==> src/rtl/axi_lite_pkg.sv <==
// Shared AXI-lite definitions: response codes, initiator state encoding,
// and the MMIO request/response bundles exchanged with the core.
package axi_lite_pkg;

    localparam logic [1:0] RESP_OKAY   = 2'b00;
    localparam logic [1:0] RESP_EXOKAY = 2'b01;
    localparam logic [1:0] RESP_SLVERR = 2'b10;
    localparam logic [1:0] RESP_DECERR = 2'b11;

    localparam int MMIO_ADDR_W = 64;
    localparam int MMIO_DATA_W = 64;
    localparam int MMIO_STRB_W = MMIO_DATA_W / 8;

    typedef enum logic [2:0] {
        IDLE,
        WR,
        WB,
        RA,
        RD
    } state_e;

    typedef struct packed {
        logic                   we;
        logic [MMIO_ADDR_W-1:0] addr;
        logic [MMIO_DATA_W-1:0] wdata;
        logic [MMIO_STRB_W-1:0] wstrb;
    } mmio_req_t;

    typedef struct packed {
        logic [MMIO_DATA_W-1:0] rdata;
        logic                   err;
    } mmio_rsp_t;

    // Anything other than OKAY is reported to the core as an error.
    function automatic logic resp_is_err(input logic [1:0] resp);
        return resp != RESP_OKAY;
    endfunction

endpackage

==> src/rtl/axi_lite_mmio_master.sv <==
// AXI-lite initiator: converts one outstanding core MMIO request into a
// single AXI-lite read or write and returns a one-cycle completion.
module axi_lite_mmio_master
    import axi_lite_pkg::*;
#(
    parameter int ADDR_W  = 64,
    parameter int DATA_W  = 64,
    parameter int TIMEOUT = 1024
) (
    input  logic                clk,
    input  logic                rst,
    // core MMIO port
    input  logic                req_valid,
    output logic                req_ready,
    input  logic                req_we,
    input  logic [ADDR_W-1:0]   req_addr,
    input  logic [DATA_W-1:0]   req_wdata,
    input  logic [DATA_W/8-1:0] req_wstrb,
    output logic                rsp_valid,
    output logic [DATA_W-1:0]   rsp_rdata,
    output logic                rsp_err,
    // AXI-lite write channels
    output logic [ADDR_W-1:0]   awaddr,
    output logic                awvalid,
    input  logic                awready,
    output logic [DATA_W-1:0]   wdata,
    output logic [DATA_W/8-1:0] wstrb,
    output logic                wvalid,
    input  logic                wready,
    input  logic [1:0]          bresp,
    input  logic                bvalid,
    output logic                bready,
    // AXI-lite read channels
    output logic [ADDR_W-1:0]   araddr,
    output logic                arvalid,
    input  logic                arready,
    input  logic [DATA_W-1:0]   rdata,
    input  logic [1:0]          rresp,
    input  logic                rvalid,
    output logic                rready
);

    // The counter fires when it holds TIMEOUT-1 on a cycle with no handshake,
    // i.e. after TIMEOUT consecutive stalled cycles.
    localparam bit              TO_EN    = (TIMEOUT != 0);
    localparam int              CNT_W    = (TIMEOUT < 2) ? 1 : $clog2(TIMEOUT);
    localparam logic [CNT_W-1:0] CNT_LAST = TO_EN ? CNT_W'(TIMEOUT - 1) : '0;

    state_e              state_q, state_d;
    logic                aw_done_q, aw_done_d;
    logic                w_done_q, w_done_d;
    logic [CNT_W-1:0]    cnt_q, cnt_d;
    logic [ADDR_W-1:0]   addr_q, addr_d;
    logic [DATA_W-1:0]   wdata_q, wdata_d;
    logic [DATA_W/8-1:0] wstrb_q, wstrb_d;
    logic                rsp_valid_q, rsp_valid_d;
    logic [DATA_W-1:0]   rsp_rdata_q, rsp_rdata_d;
    logic                rsp_err_q, rsp_err_d;

    logic aw_hs, w_hs, b_hs, ar_hs, r_hs, any_hs, busy, timeout_hit;

    // Channel controls are pure decodes of the registered state, so they
    // all fall together on reset or timeout.
    assign req_ready = (state_q == IDLE);
    assign awvalid   = (state_q == WR) && !aw_done_q;
    assign wvalid    = (state_q == WR) && !w_done_q;
    assign bready    = (state_q == WB);
    assign arvalid   = (state_q == RA);
    assign rready    = (state_q == RD);

    // Slaves only ever see the latched request, never the live core inputs.
    assign awaddr    = addr_q;
    assign araddr    = addr_q;
    assign wdata     = wdata_q;
    assign wstrb     = wstrb_q;

    assign rsp_valid = rsp_valid_q;
    assign rsp_rdata = rsp_rdata_q;
    assign rsp_err   = rsp_err_q;

    assign aw_hs  = awvalid && awready;
    assign w_hs   = wvalid  && wready;
    assign b_hs   = bready  && bvalid;
    assign ar_hs  = arvalid && arready;
    assign r_hs   = rready  && rvalid;
    assign any_hs = aw_hs || w_hs || b_hs || ar_hs || r_hs;
    assign busy   = (state_q != IDLE);

    assign timeout_hit = TO_EN && busy && !any_hs && (cnt_q == CNT_LAST);

    // State register and latched request/response.
    always_ff @(posedge clk) begin
        if (rst) begin
            state_q     <= IDLE;
            aw_done_q   <= 1'b0;
            w_done_q    <= 1'b0;
            cnt_q       <= '0;
            addr_q      <= '0;
            wdata_q     <= '0;
            wstrb_q     <= '0;
            rsp_valid_q <= 1'b0;
            rsp_rdata_q <= '0;
            rsp_err_q   <= 1'b0;
        end else begin
            state_q     <= state_d;
            aw_done_q   <= aw_done_d;
            w_done_q    <= w_done_d;
            cnt_q       <= cnt_d;
            addr_q      <= addr_d;
            wdata_q     <= wdata_d;
            wstrb_q     <= wstrb_d;
            rsp_valid_q <= rsp_valid_d;
            rsp_rdata_q <= rsp_rdata_d;
            rsp_err_q   <= rsp_err_d;
        end
    end

    // Next-state, handshake tracking, stall counter and completion.
    always_comb begin
        state_d     = state_q;
        aw_done_d   = aw_done_q;
        w_done_d    = w_done_q;
        cnt_d       = cnt_q;
        addr_d      = addr_q;
        wdata_d     = wdata_q;
        wstrb_d     = wstrb_q;
        rsp_valid_d = 1'b0;
        rsp_rdata_d = '0;
        rsp_err_d   = 1'b0;

        unique case (state_q)
            IDLE: begin
                cnt_d = '0;
                if (req_valid) begin
                    addr_d    = req_addr;
                    wdata_d   = req_wdata;
                    wstrb_d   = req_wstrb;
                    aw_done_d = 1'b0;
                    w_done_d  = 1'b0;
                    state_d   = req_we ? WR : RA;
                end
            end
            WR: begin
                // AW and W complete independently, in either order.
                if (aw_hs) aw_done_d = 1'b1;
                if (w_hs)  w_done_d  = 1'b1;
                if (aw_done_d && w_done_d) state_d = WB;
            end
            WB: begin
                if (b_hs) begin
                    rsp_valid_d = 1'b1;
                    rsp_err_d   = resp_is_err(bresp);
                    state_d     = IDLE;
                end
            end
            RA: begin
                if (ar_hs) state_d = RD;
            end
            RD: begin
                if (r_hs) begin
                    rsp_valid_d = 1'b1;
                    rsp_rdata_d = rdata;
                    rsp_err_d   = resp_is_err(rresp);
                    state_d     = IDLE;
                end
            end
            default: state_d = IDLE;
        endcase

        // Stall counter restarts on any channel handshake.
        if (busy) begin
            if (any_hs) cnt_d = '0;
            else        cnt_d = cnt_q + CNT_W'(1);
        end

        // Abandon a stuck transaction: error completion, drop everything.
        if (timeout_hit) begin
            state_d     = IDLE;
            cnt_d       = '0;
            rsp_valid_d = 1'b1;
            rsp_rdata_d = '0;
            rsp_err_d   = 1'b1;
        end
    end

endmodule
==> config.mk <==
export PLATFORM = sky130hd
export DESIGN_NAME = axi_lite_mmio_master
export DESIGN_NICKNAME = d
export VERILOG_FILES = /design/src/rtl/axi_lite_pkg.sv /design/src/rtl/axi_lite_mmio_master.sv
export SDC_FILE = /design/constraint.sdc
export NUM_CORES = 1
export LEC_CHECK = 0
export ABC_AREA = 1
export BUFFER_PORTS_ARGS = -buffer_cell sky130_fd_sc_hd__buf_2
export CAP_MARGIN = 15
export CORE_AREA = 2 2 189 191
export CTS_BUF_LIST = sky130_fd_sc_hd__clkbuf_8
export DETAILED_ROUTE_END_ITERATION = 7
export DIE_AREA = 0 0 191 193
export GPL_TIMING_DRIVEN = 1
export HOLD_SLACK_MARGIN = 0.05
export PLACE_DENSITY = 0.56
export SYNTH_ARGS = -nofsm -noshare
export SYNTH_HDL_FRONTEND = slang
export SYNTH_SLANG_ARGS = --single-unit
export TNS_END_PERCENT = 100
==> constraint.sdc <==
create_clock -name clk -period 2.3 [get_ports clk]
set_input_delay 0.46 -clock clk [delete_from_list [all_inputs] [get_ports clk]]
set_output_delay 0.46 -clock clk [all_outputs]
set_load 0.02 [all_outputs]
==> results of run 1 <==
[synth_stat cells, types with 2 or more instances]
cell type and number:
sky130_fd_sc_hd__nand4_1 7, sky130_fd_sc_hd__inv_1 81, sky130_fd_sc_hd__buf_2 16, sky130_fd_sc_hd__nor2_1 22
sky130_fd_sc_hd__nand3b_1 2, sky130_fd_sc_hd__clkbuf_1 44, sky130_fd_sc_hd__nand2_1 162, sky130_fd_sc_hd__buf_4 64
sky130_fd_sc_hd__buf_12 6, sky130_fd_sc_hd__a21oi_1 143, sky130_fd_sc_hd__nor3_1 4, sky130_fd_sc_hd__o21bai_1 2
sky130_fd_sc_hd__nor2_2 3, sky130_fd_sc_hd__dfxtp_1 217, sky130_fd_sc_hd__xor2_1 7, sky130_fd_sc_hd__nand3_1 140
sky130_fd_sc_hd__nor2_4 60
[power breakdown]
part	internal (mW)	total [mW]	switching, mW
Sequential	4.06	4.25	0.188
Combinational	0.855	2.56	1.70
Clock	1.91	3.46	1.55
Total	6.83	10.3	3.44
[path summary, 6_finish.rpt]
kind / slack (ns) / end / start
worst min-delay path: 0.15 / rsp_rdata[1]$_SDFF_PP0_ / rdata[1]
worst max-delay path: 0.12 / req_ready / state_q[2]$_SDFFE_PP0P_
worst min register to register: 0.46 / wdata[24]$_SDFFE_PP0P_ / wdata[24]$_SDFFE_PP0P_
worst max register to register: 0.25 / rsp_rdata[0]$_SDFF_PP0_ / cnt_q[0]$_SDFF_PP0_
[sequential cells by signal, indices dropped and copies added (netlist names)]
name and cells:
araddr 64, rsp_rdata 64, wdata 64, cnt_q 10, wstrb 8, state_q 3
aw_done_q 1, rsp_err 1, rsp_valid 1, w_done_q 1
[repair_timing]
item / 4_1_cts / 5_1_grt
gates cloned: 0 / 1
resized for setup: 4 / 7
buffers inserted: 0 / 0
endpoints found under the setup margin: 3 / 2
[metrics by stage]
stage          std cells  hold WS [ns]
6_report            1890        0.1484
5_1_grt             1890        0.1150
4_1_cts             1889       0.08873
3_5_place_dp        1823        0.4489
3_3_place_gp        1823        0.4458
2_1_floorplan        990        0.4521
[cell usage in the layout (no fill, tap or decap)]
cell / instances
sky130_fd_sc_hd__nand3_1: 140
sky130_fd_sc_hd__inv_6: 1
sky130_fd_sc_hd__nand4_1: 7
sky130_fd_sc_hd__o21bai_1: 2
sky130_fd_sc_hd__clkbuf_8: 46
sky130_fd_sc_hd__nand3b_1: 2
sky130_fd_sc_hd__buf_2: 482
sky130_fd_sc_hd__nand3_2: 1
sky130_fd_sc_hd__buf_4: 14
sky130_fd_sc_hd__inv_2: 1
sky130_fd_sc_hd__inv_1: 97
sky130_fd_sc_hd__nand4_2: 1
sky130_fd_sc_hd__nor2_4: 61
sky130_fd_sc_hd__xor2_1: 7
sky130_fd_sc_hd__nor3_2: 2
sky130_fd_sc_hd__nand2_4: 2
sky130_fd_sc_hd__nand2_1: 160
sky130_fd_sc_hd__clkinv_2: 2
sky130_fd_sc_hd__nor3_1: 2
sky130_fd_sc_hd__dfxtp_1: 216
sky130_fd_sc_hd__bufinv_16: 2
sky130_fd_sc_hd__nor2_2: 2
sky130_fd_sc_hd__nor2_1: 22
sky130_fd_sc_hd__a21oi_1: 143
sky130_fd_sc_hd__xnor2_1: 1
sky130_fd_sc_hd__dfxtp_2: 1
sky130_fd_sc_hd__o22a_1: 1
sky130_fd_sc_hd__a21oi_2: 1
sky130_fd_sc_hd__buf_12: 8
sky130_fd_sc_hd__ha_1: 1
sky130_fd_sc_hd__nand2_2: 1
[cell type report]
class / instances / area [um2] / share of cell area
well taps: 461 / 576.8 / 0.04916
multi-input cells: 559 / 3054 / 0.2603
clock buffers: 46 / 633.1 / 0.05396
clock inverters: 20 / 103.9 / 0.008851
repair buffers: 504 / 2678 / 0.2282
repair inverters: 1 / 8.758 / 0.0007464
flip-flops and latches: 217 / 4345 / 0.3703
inverters: 82 / 334.1 / 0.02847
[critical path: stages, from the launching register on]
cell and delay, ns:
sky130_fd_sc_hd__dfxtp_1 0.39, sky130_fd_sc_hd__nor2_4 0.19, sky130_fd_sc_hd__nand2_4 0.13, sky130_fd_sc_hd__bufinv_16 0.28, sky130_fd_sc_hd__buf_2 0.18
[routing by layer]
metal | share of wire | GRT usage | vias up
met5 | 0.0015 | 0 | -
met4 | 0.029 | 0.05307 | 6
met3 | 0.11 | 0.05756 | 60
met2 | 0.48 | 0.2309 | 359
met1 | 0.38 | 0.1533 | 3588
li1 | - | - | 3940
[logic make-up after synthesis]
group | Yosys count
buffers and inverters | 214
flip-flops | 217
AND/OR/NAND/NOR | 403
AO/OA/AOI/OAI | 147
adder cells (fa/ha/maj) | 1
XOR/XNOR | 8
==> metrics.txt, run 1 <==
# TYPE chip_impl_metric gauge
chip_impl_metric{name="syn2layout_area_growth",unit="%"} 37.45
chip_impl_info{name="worst_hold_path_type",value="input port to register"} 1
chip_impl_metric{name="routability_congestion",unit=""} 0.7765
chip_impl_info{name="run_status",value="finished clean"} 1
chip_impl_metric{name="grt_use_total",unit=""} 0.1368
chip_impl_metric{name="post_drt_via_cell_ratio",unit=""} 4.208
chip_impl_metric{name="avgSynthCellArea",unit="um2"} 8.623
chip_impl_metric{name="synthesis.nets",unit=""} 1204
chip_impl_info{name="grt_setup_unrepaired",value="false"} 1
chip_impl_metric{name="finalCritPeriodShare",unit=""} 0.9478
chip_impl_metric{name="synth_largest_type_area_fraction",unit=""} 0.5089
chip_impl_metric{name="fin_setup_tns",unit="ns"} 0
chip_impl_metric{name="buffer_ports.inserted",unit=""} 484
chip_impl_metric{name="final_hold_viol_count",unit=""} 0
chip_impl_metric{name="r2r_cells",unit=""} 10
chip_impl_metric{name="num-nets-final",unit=""} 1619
chip_impl_metric{name="syn_inst",unit=""} 990
chip_impl_metric{name="post_synth_mux_area_share",unit=""} 0
chip_impl_metric{name="drt.antenna.violating_nets",unit=""} 0
chip_impl_metric{name="total_power",unit="mW"} 10.27
chip_impl_info{name="synth_ff_type",value="sky130_fd_sc_hd__dfxtp_1"} 1
chip_impl_metric{name="antennaDiodeCount",unit=""} 0
chip_impl_metric{name="timing_worst_slew_pin_value",unit="ns"} 0.7096
chip_impl_metric{name="die-height",unit="um"} 193
chip_impl_metric{name="finalCriticalPeriod",unit="ns"} 2.180
chip_impl_metric{name="fillers",unit=""} 3746
chip_impl_info{name="synth_top_family_by_area",value="simple AND/OR/NAND/NOR gates"} 1
chip_impl_metric{name="routed_wire_length_per_instance",unit="um"} 14.51
chip_impl_metric{name="clkLatencyLatePin",unit="ns"} 0.53
chip_impl_metric{name="synth.ff_latch_count",unit=""} 217
chip_impl_metric{name="dpl_cell_area",unit="um2"} 10940
chip_impl_metric{name="pre_antenna_drt_iters",unit=""} 4
chip_impl_metric{name="synth_fa_ha_area_frac",unit=""} 0.001466
chip_impl_metric{name="fp-row-count",unit=""} 69
chip_impl_metric{name="ctsHoldBuffers",unit=""} 0
chip_impl_metric{name="maxClockFrequency",unit="MHz"} 458.7
chip_impl_metric{name="synth_seq_area_share",unit=""} 0.5089
chip_impl_metric{name="critical_path_arrival",unit="ns"} 1.72
chip_impl_metric{name="worstHoldPathCells",unit=""} 3
chip_impl_metric{name="vias_in_the_first_global_route",unit=""} 7267
chip_impl_metric{name="hpwl",unit="mm"} 19.82
chip_impl_info{name="cts_tree",value="yes"} 1
chip_impl_metric{name="final_cell_area",unit="um2"} 11730
chip_impl_metric{name="path_max_fanout",unit=""} 19
chip_impl_metric{name="share_of_synthesized_cell_area_in_and_or_nand_and_nor_gates",unit=""} 0.2569
chip_impl_metric{name="final-setup-viol-count",unit=""} 0
chip_impl_metric{name="ys_warnings",unit=""} 0
chip_impl_metric{name="wl",unit="mm"} 27.43
chip_impl_metric{name="post-route-worst-setup-slack",unit="ns"} 0.1200
chip_impl_metric{name="fraction_of_layout_cells_with_a_size_suffix_above_1",unit=""} 0.4395
chip_impl_metric{name="grt_antenna_before_repair",unit=""} 4
chip_impl_metric{name="grt.overflow.total",unit=""} 0
chip_impl_metric{name="drt_iter0_drc",unit=""} 302
chip_impl_metric{name="synth-compound-area-share",unit=""} 0.08764
chip_impl_metric{name="grt_start_max_net_pins",unit=""} 141
chip_impl_metric{name="boundaryPins",unit=""} 485
chip_impl_metric{name="grt_first_pass_wirelength",unit="mm"} 39.43
chip_impl_metric{name="synth_xor_xnor_area_share",unit=""} 0.008208
chip_impl_metric{name="cts_buffers",unit=""} 40
chip_impl_info{name="worst_setup_path_start_kind",value="register"} 1
chip_impl_metric{name="finalMaxSlewViolations",unit=""} 0
chip_impl_metric{name="power.density_cell_area",unit="nW/um2"} 875.0
chip_impl_metric{name="effective_utilization_at_floorplan",unit=""} 0.2442
chip_impl_metric{name="asyncSetResetFlopFracSynth",unit=""} 0
chip_impl_metric{name="finalCoreUtilization",unit=""} 0.3356
chip_impl_metric{name="worst_ir_drop_vdd",unit="mV"} 0.4674
chip_impl_metric{name="cts_max_path_buffers",unit=""} 3
chip_impl_metric{name="synthesis.area",unit="um2"} 8537
chip_impl_metric{name="synthDistinctLibCells",unit=""} 27
chip_impl_metric{name="core-area",unit="um2"} 34960
chip_impl_metric{name="number_of_remaining_drc_errors",unit=""} 0
chip_impl_metric{name="fp.dieArea",unit="um2"} 36860
chip_impl_metric{name="max_cap_violations",unit=""} 0
chip_impl_metric{name="htree_num_levels",unit=""} 2
chip_impl_metric{name="skew",unit="ns"} 0.008594
chip_impl_info{name="ctsRootBufferMaster",value="sky130_fd_sc_hd__clkbuf_8"} 1
chip_impl_metric{name="die_x",unit="um"} 191
chip_impl_info{name="end_kind",value="primary output"} 1
chip_impl_metric{name="clk_pin_slew_worst_paths",unit="ns"} 0.05
chip_impl_info{name="critPathKind",value="register to primary output"} 1
chip_impl_metric{name="vias",unit=""} 7953
chip_impl_info{name="netlist_top_cells_area",value="sky130_fd_sc_hd__dfxtp_1 51%, sky130_fd_sc_hd__a21oi_1 8.4%, sky130_fd_sc_hd__nand3_1 8.2%, sky130_fd_sc_hd__nor2_4 7.9%, sky130_fd_sc_hd__nand2_1 7.1%"} 1
chip_impl_metric{name="cts_sinks",unit=""} 217
chip_impl_info{name="yosys_top_cell_by_area",value="sky130_fd_sc_hd__dfxtp_1"} 1
chip_impl_metric{name="relSlewSlack",unit=""} 0.5269
chip_impl_metric{name="cp.required",unit="ns"} 1.84
chip_impl_metric{name="post-place-ws",unit="ns"} 0.2667
chip_impl_metric{name="synth_enable_flop_cells",unit=""} 0
chip_impl_metric{name="p_leak",unit="nW"} 5.862
(Power assumes the default switching activity.)
==> inputs of run 2 (changes only) <==
--- a/config.mk
+++ b/config.mk
@@ -7,7 +7,7 @@
 export LEC_CHECK = 0
 export ABC_AREA = 1
 export BUFFER_PORTS_ARGS = -buffer_cell sky130_fd_sc_hd__buf_2
-export CAP_MARGIN = 15
+export CAP_MARGIN = 5
 export CORE_AREA = 2 2 189 191
 export CTS_BUF_LIST = sky130_fd_sc_hd__clkbuf_8
 export DETAILED_ROUTE_END_ITERATION = 7
@@ -15,6 +15,7 @@
 export GPL_TIMING_DRIVEN = 1
 export HOLD_SLACK_MARGIN = 0.05
 export PLACE_DENSITY = 0.56
+export REMOVE_ABC_BUFFERS = 1
 export SYNTH_ARGS = -nofsm -noshare
 export SYNTH_HDL_FRONTEND = slang
 export SYNTH_SLANG_ARGS = --single-unit
==> run 2 against run 1 <==
Core utilization rose by 0.17 points. Via count about the same. Critical endpoint unchanged. Final area is 0.50% higher. Non-clock buffer count grew 2. Cell count increased by 0.26%. Routed wire length grew 5.9%. Clock power up 8.7%.
==> metrics.txt, run 2 (synthesis gave the netlist of run 1 again) <==
# TYPE chip_impl_metric gauge
chip_impl_info{name="run_status",value="finished clean"} 1
chip_impl_metric{name="power.density_cell_area",unit="nW/um2"} 891.7
chip_impl_metric{name="cts_buffers",unit=""} 39
chip_impl_metric{name="finalCriticalPeriod",unit="ns"} 2.178
chip_impl_info{name="most-common-layout-cells",value="482 x sky130_fd_sc_hd__buf_2, 217 x sky130_fd_sc_hd__dfxtp_1, 161 x sky130_fd_sc_hd__nand2_1, 143 x sky130_fd_sc_hd__a21oi_1, 140 x sky130_fd_sc_hd__nand3_1"} 1
chip_impl_metric{name="buffer_ports.inserted",unit=""} 484
chip_impl_metric{name="grt_use_total",unit=""} 0.1445
chip_impl_metric{name="post_layout_nonfiller_instances",unit=""} 1895
chip_impl_metric{name="clock_power_share",unit=""} 0.358
chip_impl_metric{name="hpwl",unit="mm"} 21.30
chip_impl_metric{name="wl",unit="mm"} 29.06
chip_impl_metric{name="drt.antenna.violating_nets",unit=""} 0
chip_impl_metric{name="critical_path_arrival",unit="ns"} 1.72
chip_impl_metric{name="power.sequential.fraction",unit=""} 0.404
chip_impl_info{name="critPathKind",value="register to primary output"} 1
chip_impl_info{name="ctsRootBufferMaster",value="sky130_fd_sc_hd__clkbuf_8"} 1
chip_impl_metric{name="fraction_of_layout_cells_with_a_size_suffix_above_1",unit=""} 0.4403
chip_impl_info{name="worst_setup_path_start_kind",value="register"} 1
chip_impl_metric{name="die_x",unit="um"} 191
chip_impl_metric{name="fillers",unit=""} 3755
chip_impl_metric{name="clk_pin_slew_worst_paths",unit="ns"} 0.06
chip_impl_metric{name="layout.area.seq",unit="um2"} 4344
chip_impl_metric{name="path_max_fanout",unit=""} 23
chip_impl_metric{name="finalCoreUtilization",unit=""} 0.3373
chip_impl_metric{name="grt_antenna_before_repair",unit=""} 5
chip_impl_metric{name="comb_power_share",unit=""} 0.238
chip_impl_metric{name="vias_in_the_first_global_route",unit=""} 7220
chip_impl_metric{name="grt.overflow.total",unit=""} 0
chip_impl_metric{name="max_cap_violations",unit=""} 0
chip_impl_metric{name="post-place-cells",unit=""} 1825
chip_impl_metric{name="skew",unit="ns"} 0.02850
chip_impl_metric{name="post_drt_via_cell_ratio",unit=""} 4.198
chip_impl_metric{name="swShare",unit=""} 0.3335
chip_impl_metric{name="effective_utilization_at_floorplan",unit=""} 0.2442
chip_impl_metric{name="maxClockFrequency",unit="MHz"} 459.2
chip_impl_metric{name="syn2layout_area_growth",unit="%"} 38.14
chip_impl_metric{name="grt_start_max_net_pins",unit=""} 112
chip_impl_metric{name="htree_num_levels",unit=""} 2
chip_impl_metric{name="cts_sinks",unit=""} 217
chip_impl_metric{name="routability_congestion",unit=""} 0.8008
chip_impl_metric{name="fp.dieArea",unit="um2"} 36860
chip_impl_metric{name="relSlewSlack",unit=""} 0.5920
chip_impl_metric{name="die-height",unit="um"} 193
chip_impl_metric{name="final_hold_viol_count",unit=""} 0
chip_impl_metric{name="finalMaxSlewViolations",unit=""} 0
chip_impl_metric{name="final_cell_area",unit="um2"} 11790
chip_impl_metric{name="power.switching",unit="mW"} 3.507
chip_impl_metric{name="vias",unit=""} 7955
chip_impl_info{name="cts_tree",value="yes"} 1
chip_impl_metric{name="core-area",unit="um2"} 34960
chip_impl_info{name="end_kind",value="primary output"} 1
chip_impl_metric{name="multiInputGateArea",unit="um2"} 3032
chip_impl_metric{name="finalCritPeriodShare",unit=""} 0.9469
chip_impl_metric{name="timing_worst_slew_pin_value",unit="ns"} 0.6121
chip_impl_metric{name="dpl_cell_area",unit="um2"} 10960
chip_impl_info{name="worst_hold_path_type",value="input port to register"} 1
chip_impl_metric{name="drt_iter0_drc",unit=""} 313
chip_impl_metric{name="grt_first_pass_wirelength",unit="mm"} 41.12
chip_impl_metric{name="number_of_remaining_drc_errors",unit=""} 0
chip_impl_metric{name="pre_antenna_drt_iters",unit=""} 4
chip_impl_metric{name="boundaryPins",unit=""} 485
chip_impl_metric{name="p_leak",unit="nW"} 5.876
chip_impl_metric{name="internal-power",unit="mW"} 7.009
chip_impl_metric{name="cp.required",unit="ns"} 1.84
chip_impl_metric{name="final-setup-viol-count",unit=""} 0
chip_impl_metric{name="fp-row-count",unit=""} 69
chip_impl_metric{name="routed_wire_length_per_instance",unit="um"} 15.34
chip_impl_metric{name="worst_ir_drop_vdd",unit="mV"} 0.4337
chip_impl_info{name="commonest_non_fill_non_tap_cell_in_the_layout",value="sky130_fd_sc_hd__buf_2"} 1
chip_impl_metric{name="cts_max_path_buffers",unit=""} 3
chip_impl_metric{name="clkLatencyLatePin",unit="ns"} 0.55
chip_impl_metric{name="num-nets-final",unit=""} 1619
run 2: layout make-up:
| cell class | count | share of cell area |
|---|---|---|
| flip-flops and latches | 217 | 0.3684 |
| multi-input cells | 559 | 0.2571 |
| repair buffers | 506 | 0.2283 |
| clock buffers | 45 | 0.05252 |
| well taps | 461 | 0.04891 |
| inverters | 82 | 0.02833 |
| clock inverters | 22 | 0.01581 |
| diodes | 3 | 0.0006366 |
run 2: final timing paths:
| path | startpoint | end | slack [ns] | cells after the start |
|---|---|---|---|---|
| setup / recovery | state_q[2]$_SDFFE_PP0P_ | req_ready | 0.12 | 4 |
| hold / removal | rdata[63] | rsp_rdata[63]$_SDFF_PP0_ | 0.12 | 3 |
| setup reg to reg | cnt_q[0]$_SDFF_PP0_ | rsp_rdata[1]$_SDFF_PP0_ | 0.30 | 10 |
| hold reg to reg | wdata[48]$_SDFFE_PP0P_ | wdata[48]$_SDFFE_PP0P_ | 0.46 | 2 |
run 2: repair_timing:
action	in CTS	in global routing
resized for setup	1	2
hold buffers	0	0
pin swaps	0	0
endpoints found under the setup margin	1	1
setup buffers	0	0
hold endpoints to repair	0	0
run 2: through the flow:
stage	TNS [ns]	power [mW]	hold slack [ns]	setup WS, ns
after global routing	-0.003418	11.12	0.09162	-0.003418
after detailed placement	0	6.833	0.4489	0.3076
after CTS	0	10.69	0.06013	0.03896
final	0	10.52	0.1199	0.1222
after global placement	0	6.815	0.4459	0.3083
after floorplan	-719.00	5.713	0.4493	-3.707
run 2: per-layer routing:
layer	wire, um	up-vias	global-route usage
met5	24	-	0
met4	706	4	0.04979
met3	2805	49	0.05484
met2	14020	365	0.2472
met1	11500	3589	0.1653
li1	-	3948	-
run 2: worst max-delay path, cell delays in order, from the launching register on:
cell                        delay [ns]
sky130_fd_sc_hd__dfxtp_1          0.37
sky130_fd_sc_hd__nor2_2           0.18
sky130_fd_sc_hd__nand2_1          0.12
sky130_fd_sc_hd__bufinv_16        0.28
sky130_fd_sc_hd__buf_2            0.19
run 2: power by group through the flow:
stage / combinational [mW] / sequential, mW / clock [mW]
2_1_floorplan: 0.892 / 4.82 / 0
3_3_place_gp: 2.49 / 4.32 / 0
3_5_place_dp: 2.50 / 4.33 / 0
4_1_cts: 2.51 / 4.26 / 3.93
5_1_grt: 2.74 / 4.29 / 4.09
6_report: 2.50 / 4.25 / 3.76
==> inputs of run 3 (changes only) <==
--- a/config.mk
+++ b/config.mk
@@ -8,13 +8,13 @@
 export ABC_AREA = 1
 export BUFFER_PORTS_ARGS = -buffer_cell sky130_fd_sc_hd__buf_2
 export CAP_MARGIN = 5
-export CORE_AREA = 2 2 189 191
-export CTS_BUF_LIST = sky130_fd_sc_hd__clkbuf_8
+export CORE_MARGIN = 2
+export CORE_UTILIZATION = 25
+export CTS_BUF_LIST = sky130_fd_sc_hd__clkbuf_2
 export DETAILED_ROUTE_END_ITERATION = 7
-export DIE_AREA = 0 0 191 193
 export GPL_TIMING_DRIVEN = 1
 export HOLD_SLACK_MARGIN = 0.05
-export PLACE_DENSITY = 0.56
+export PLACE_DENSITY = 0.58
 export REMOVE_ABC_BUFFERS = 1
 export SYNTH_ARGS = -nofsm -noshare
 export SYNTH_HDL_FRONTEND = slang
==> constraint.sdc (replaced) <==
create_clock -name clk -period 1.95 [get_ports clk]
set_input_delay 0.39 -clock clk [delete_from_list [all_inputs] [get_ports clk]]
set_output_delay 0.39 -clock clk [all_outputs]
set_load 0.02 [all_outputs]
==> run 3 against run 2 <==
The flow now finishes with violations (setup timing). Sequential share of layout area fell by 5.3 points. First-iteration DRC count fell by 12%. Clock-buffer cell count rose by 34. Core utilization rose by 7.4 points. Global-route usage rose by 2.3 points. Register-to-register slack got worse by 0.21 ns. Cell count rose by 13%. Total power rose by 8.8%. Critical path depth did not move. Sequential cell count did not move. Combinational power rose by 41%. Critical path type unchanged. Largest cell class is now buffers.
==> metrics.txt, run 3 (synthesis gave the netlist of run 1 again) <==
# TYPE chip_impl_metric gauge
chip_impl_metric{name="fp.dieArea",unit="um2"} 35640
chip_impl_metric{name="critical_path_arrival",unit="ns"} 1.72
chip_impl_info{name="cp_cell_sequence",value="nor2_4 > nand2_4 > nor2_4 > buf_6"} 1
chip_impl_metric{name="path_max_fanout",unit=""} 5
chip_impl_metric{name="grt_use_total",unit=""} 0.1680
chip_impl_metric{name="finalCritPeriodShare",unit=""} 1.084
chip_impl_info{name="end_kind",value="primary output"} 1
chip_impl_metric{name="cp_num_buf_inv",unit=""} 1
chip_impl_info{name="commonest_non_fill_non_tap_cell_in_the_layout",value="sky130_fd_sc_hd__buf_2"} 1
chip_impl_metric{name="power.density_cell_area",unit="nW/um2"} 826.9
chip_impl_metric{name="hpwl",unit="mm"} 20.13
chip_impl_info{name="ctsRootBufferMaster",value="sky130_fd_sc_hd__clkbuf_2"} 1
chip_impl_info{name="most-common-layout-cells",value="467 x sky130_fd_sc_hd__buf_2, 218 x sky130_fd_sc_hd__dlygate4sd3_1, 205 x sky130_fd_sc_hd__dfxtp_1, 159 x sky130_fd_sc_hd__nand2_1, 142 x sky130_fd_sc_hd__a21oi_1"} 1
chip_impl_metric{name="routability_congestion",unit=""} 0.7944
chip_impl_metric{name="cts_max_path_buffers",unit=""} 3
chip_impl_metric{name="core-area",unit="um2"} 33620
chip_impl_metric{name="vias",unit=""} 9121
chip_impl_metric{name="power.switching",unit="mW"} 4.219
chip_impl_metric{name="grt_antenna_before_repair",unit=""} 3
chip_impl_metric{name="p_leak",unit="nW"} 6.763
chip_impl_metric{name="number_of_remaining_drc_errors",unit=""} 0
chip_impl_info{name="worst_setup_path_start_kind",value="register"} 1
chip_impl_metric{name="pre_antenna_drt_iters",unit=""} 5
chip_impl_metric{name="fin_setup_tns",unit="ns"} -0.5512
chip_impl_metric{name="grt.overflow.total",unit=""} 0
chip_impl_metric{name="drt.antenna.violating_nets",unit=""} 0
chip_impl_metric{name="effective_utilization_at_floorplan",unit=""} 0.2540
chip_impl_info{name="violations",value="setup timing"} 1
chip_impl_metric{name="skew",unit="ns"} 0.04283
chip_impl_metric{name="routed_wire_length_per_instance",unit="um"} 14.85
chip_impl_info{name="critPathKind",value="register to primary output"} 1
chip_impl_metric{name="vias_in_the_first_global_route",unit=""} 9199
chip_impl_metric{name="worstHoldPathCells",unit=""} 4
chip_impl_metric{name="syn2layout_area_growth",unit="%"} 62.13
chip_impl_metric{name="clock_power_share",unit=""} 0.253
chip_impl_metric{name="slowest_delay",unit="ns"} 0.38
chip_impl_metric{name="cts_sinks",unit=""} 217
chip_impl_metric{name="die-height",unit="um"} 188.8
chip_impl_metric{name="internal-power",unit="mW"} 7.226
chip_impl_metric{name="boundaryPins",unit=""} 485
chip_impl_metric{name="grt_start_max_net_pins",unit=""} 105
chip_impl_metric{name="finalCriticalPeriod",unit="ns"} 2.115
chip_impl_metric{name="finalMaxSlewViolations",unit=""} 0
chip_impl_info{name="cts_tree",value="yes"} 1
chip_impl_metric{name="htree_num_levels",unit=""} 2
chip_impl_metric{name="post-place-cells",unit=""} 1815
chip_impl_metric{name="worst-path-stages",unit=""} 4
chip_impl_metric{name="post_drt_via_cell_ratio",unit=""} 4.274
chip_impl_metric{name="timing_worst_slew_pin_value",unit="ns"} 0.8890
chip_impl_metric{name="post_layout_nonfiller_instances",unit=""} 2134
chip_impl_metric{name="power.sequential.fraction",unit=""} 0.439
chip_impl_info{name="run_status",value="finished, violations left"} 1
chip_impl_metric{name="fp-row-count",unit=""} 67
chip_impl_metric{name="comb_power_share",unit=""} 0.308
chip_impl_metric{name="wl",unit="mm"} 31.68
chip_impl_metric{name="final_hold_viol_count",unit=""} 0
chip_impl_info{name="slowest_stage",value="sky130_fd_sc_hd__dfxtp_4"} 1
chip_impl_metric{name="clk_pin_slew_worst_paths",unit="ns"} 0.10
chip_impl_metric{name="num-nets-final",unit=""} 1866
chip_impl_metric{name="relSlewSlack",unit=""} 0.4073
chip_impl_metric{name="cp.required",unit="ns"} 1.56
chip_impl_info{name="worst_hold_path_type",value="input port to register"} 1
chip_impl_metric{name="r2r_slack",unit="ns"} 0.09
chip_impl_metric{name="swShare",unit=""} 0.3686
chip_impl_metric{name="cts_buffers",unit=""} 57
chip_impl_metric{name="post-route-worst-setup-slack",unit="ns"} -0.1646
chip_impl_info{name="critPathMostFrequentCell",value="sky130_fd_sc_hd__nor2_4"} 1
chip_impl_info{name="worst_path_top_cell_family_by_delay",value="flip-flops"} 1
chip_impl_metric{name="max_cap_violations",unit=""} 0
chip_impl_metric{name="die_x",unit="um"} 188.8
chip_impl_metric{name="grt_first_pass_wirelength",unit="mm"} 47.93
chip_impl_metric{name="buffer_ports.inserted",unit=""} 484
chip_impl_metric{name="clkLatencyLatePin",unit="ns"} 0.83
chip_impl_info{name="grt_setup_unrepaired",value="true"} 1
chip_impl_metric{name="r2r_cells",unit=""} 7
chip_impl_metric{name="drt_iter0_drc",unit=""} 274
chip_impl_metric{name="final-setup-viol-count",unit=""} 5
chip_impl_metric{name="fraction_of_layout_cells_with_a_size_suffix_above_1",unit=""} 0.4103
chip_impl_metric{name="fillers",unit=""} 3293
chip_impl_metric{name="maxClockFrequency",unit="MHz"} 472.9
chip_impl_metric{name="worst_ir_drop_vdd",unit="mV"} 0.4241
[run 3: worst reg2reg max path: stages, from the launching register on]
cell and delay [ns]:
sky130_fd_sc_hd__dfxtp_4 0.38, sky130_fd_sc_hd__nor2_4 0.18, sky130_fd_sc_hd__nand2_4 0.12, sky130_fd_sc_hd__inv_16 0.09
sky130_fd_sc_hd__buf_8 0.20, sky130_fd_sc_hd__nand3_1 0.11, sky130_fd_sc_hd__dlygate4sd3_1 0.58, sky130_fd_sc_hd__a21oi_1 0.14
[run 3: metrics by stage]
stage / utilization / instance area (um2) / hold slack (ns) / power [mW] / setup WS [ns]
finish: 0.4117 / 13840 / 0.3245 / 11.45 / -0.1646
global route: 0.4117 / 13840 / 0.2126 / 12.17 / -0.3146
CTS: 0.4097 / 13770 / 0.1579 / 11.57 / -0.2963
detailed placement: 0.3265 / 10970 / 0.4489 / 8.066 / 0.1934
global placement: 0.3265 / 10970 / 0.4463 / 8.039 / 0.1819
floorplan: - / 7676 / 0.4493 / 6.738 / -4.057
[run 3: worst paths after layout]
check,from,endpoint
worst min-delay path,rdata[55],rsp_rdata[55]$_SDFF_PP0_
worst max register to register,state_q[2]$_SDFFE_PP0P_,araddr[44]$_SDFFE_PP0P_
worst min register to register,wdata[2]$_SDFFE_PP0P_,wdata[2]$_SDFFE_PP0P_
worst max-delay path,state_q[2]$_SDFFE_PP0P_,wvalid
[run 3: power by group through the flow]
stage,combinational [mW],sequential (mW),clock (mW)
floorplan,1.05,5.69,0
global placement,2.96,5.08,0
detailed placement,2.97,5.09,0
CTS,3.48,5.00,3.08
global route,3.80,5.07,3.31
finish,3.52,5.02,2.90
[run 3: layer usage]
layer | vias to the layer above | routed length [um] | GRT usage
li1 | 4458 | - | -
met1 | 4126 | 12440 | 0.1871
met2 | 448 | 15580 | 0.2957
met3 | 89 | 2506 | 0.05141
met4 | 0 | 1164 | 0.07151
met5 | - | 0 | 0
[run 3: cell type report]
class / instances / area [um2] / area share
repair buffers: 735 / 5042 / 0.3643
flip-flops and latches: 217 / 4369 / 0.3157
multi-input cells: 559 / 3098 / 0.2238
well taps: 448 / 560.5 / 0.04050
clock buffers: 79 / 395.4 / 0.02857
inverters: 82 / 324.1 / 0.02341
clock inverters: 12 / 46.29 / 0.003345
diodes: 2 / 5.005 / 0.0003616
[run 3: what timing repair did]
item                                    4_1_cts  5_1_grt
hold endpoints to repair                    217        0
endpoints found under the setup margin       19       30
pin swaps                                     4        6
setup buffers                                 6        1
hold buffers                                219        0
resized for setup                            43       19
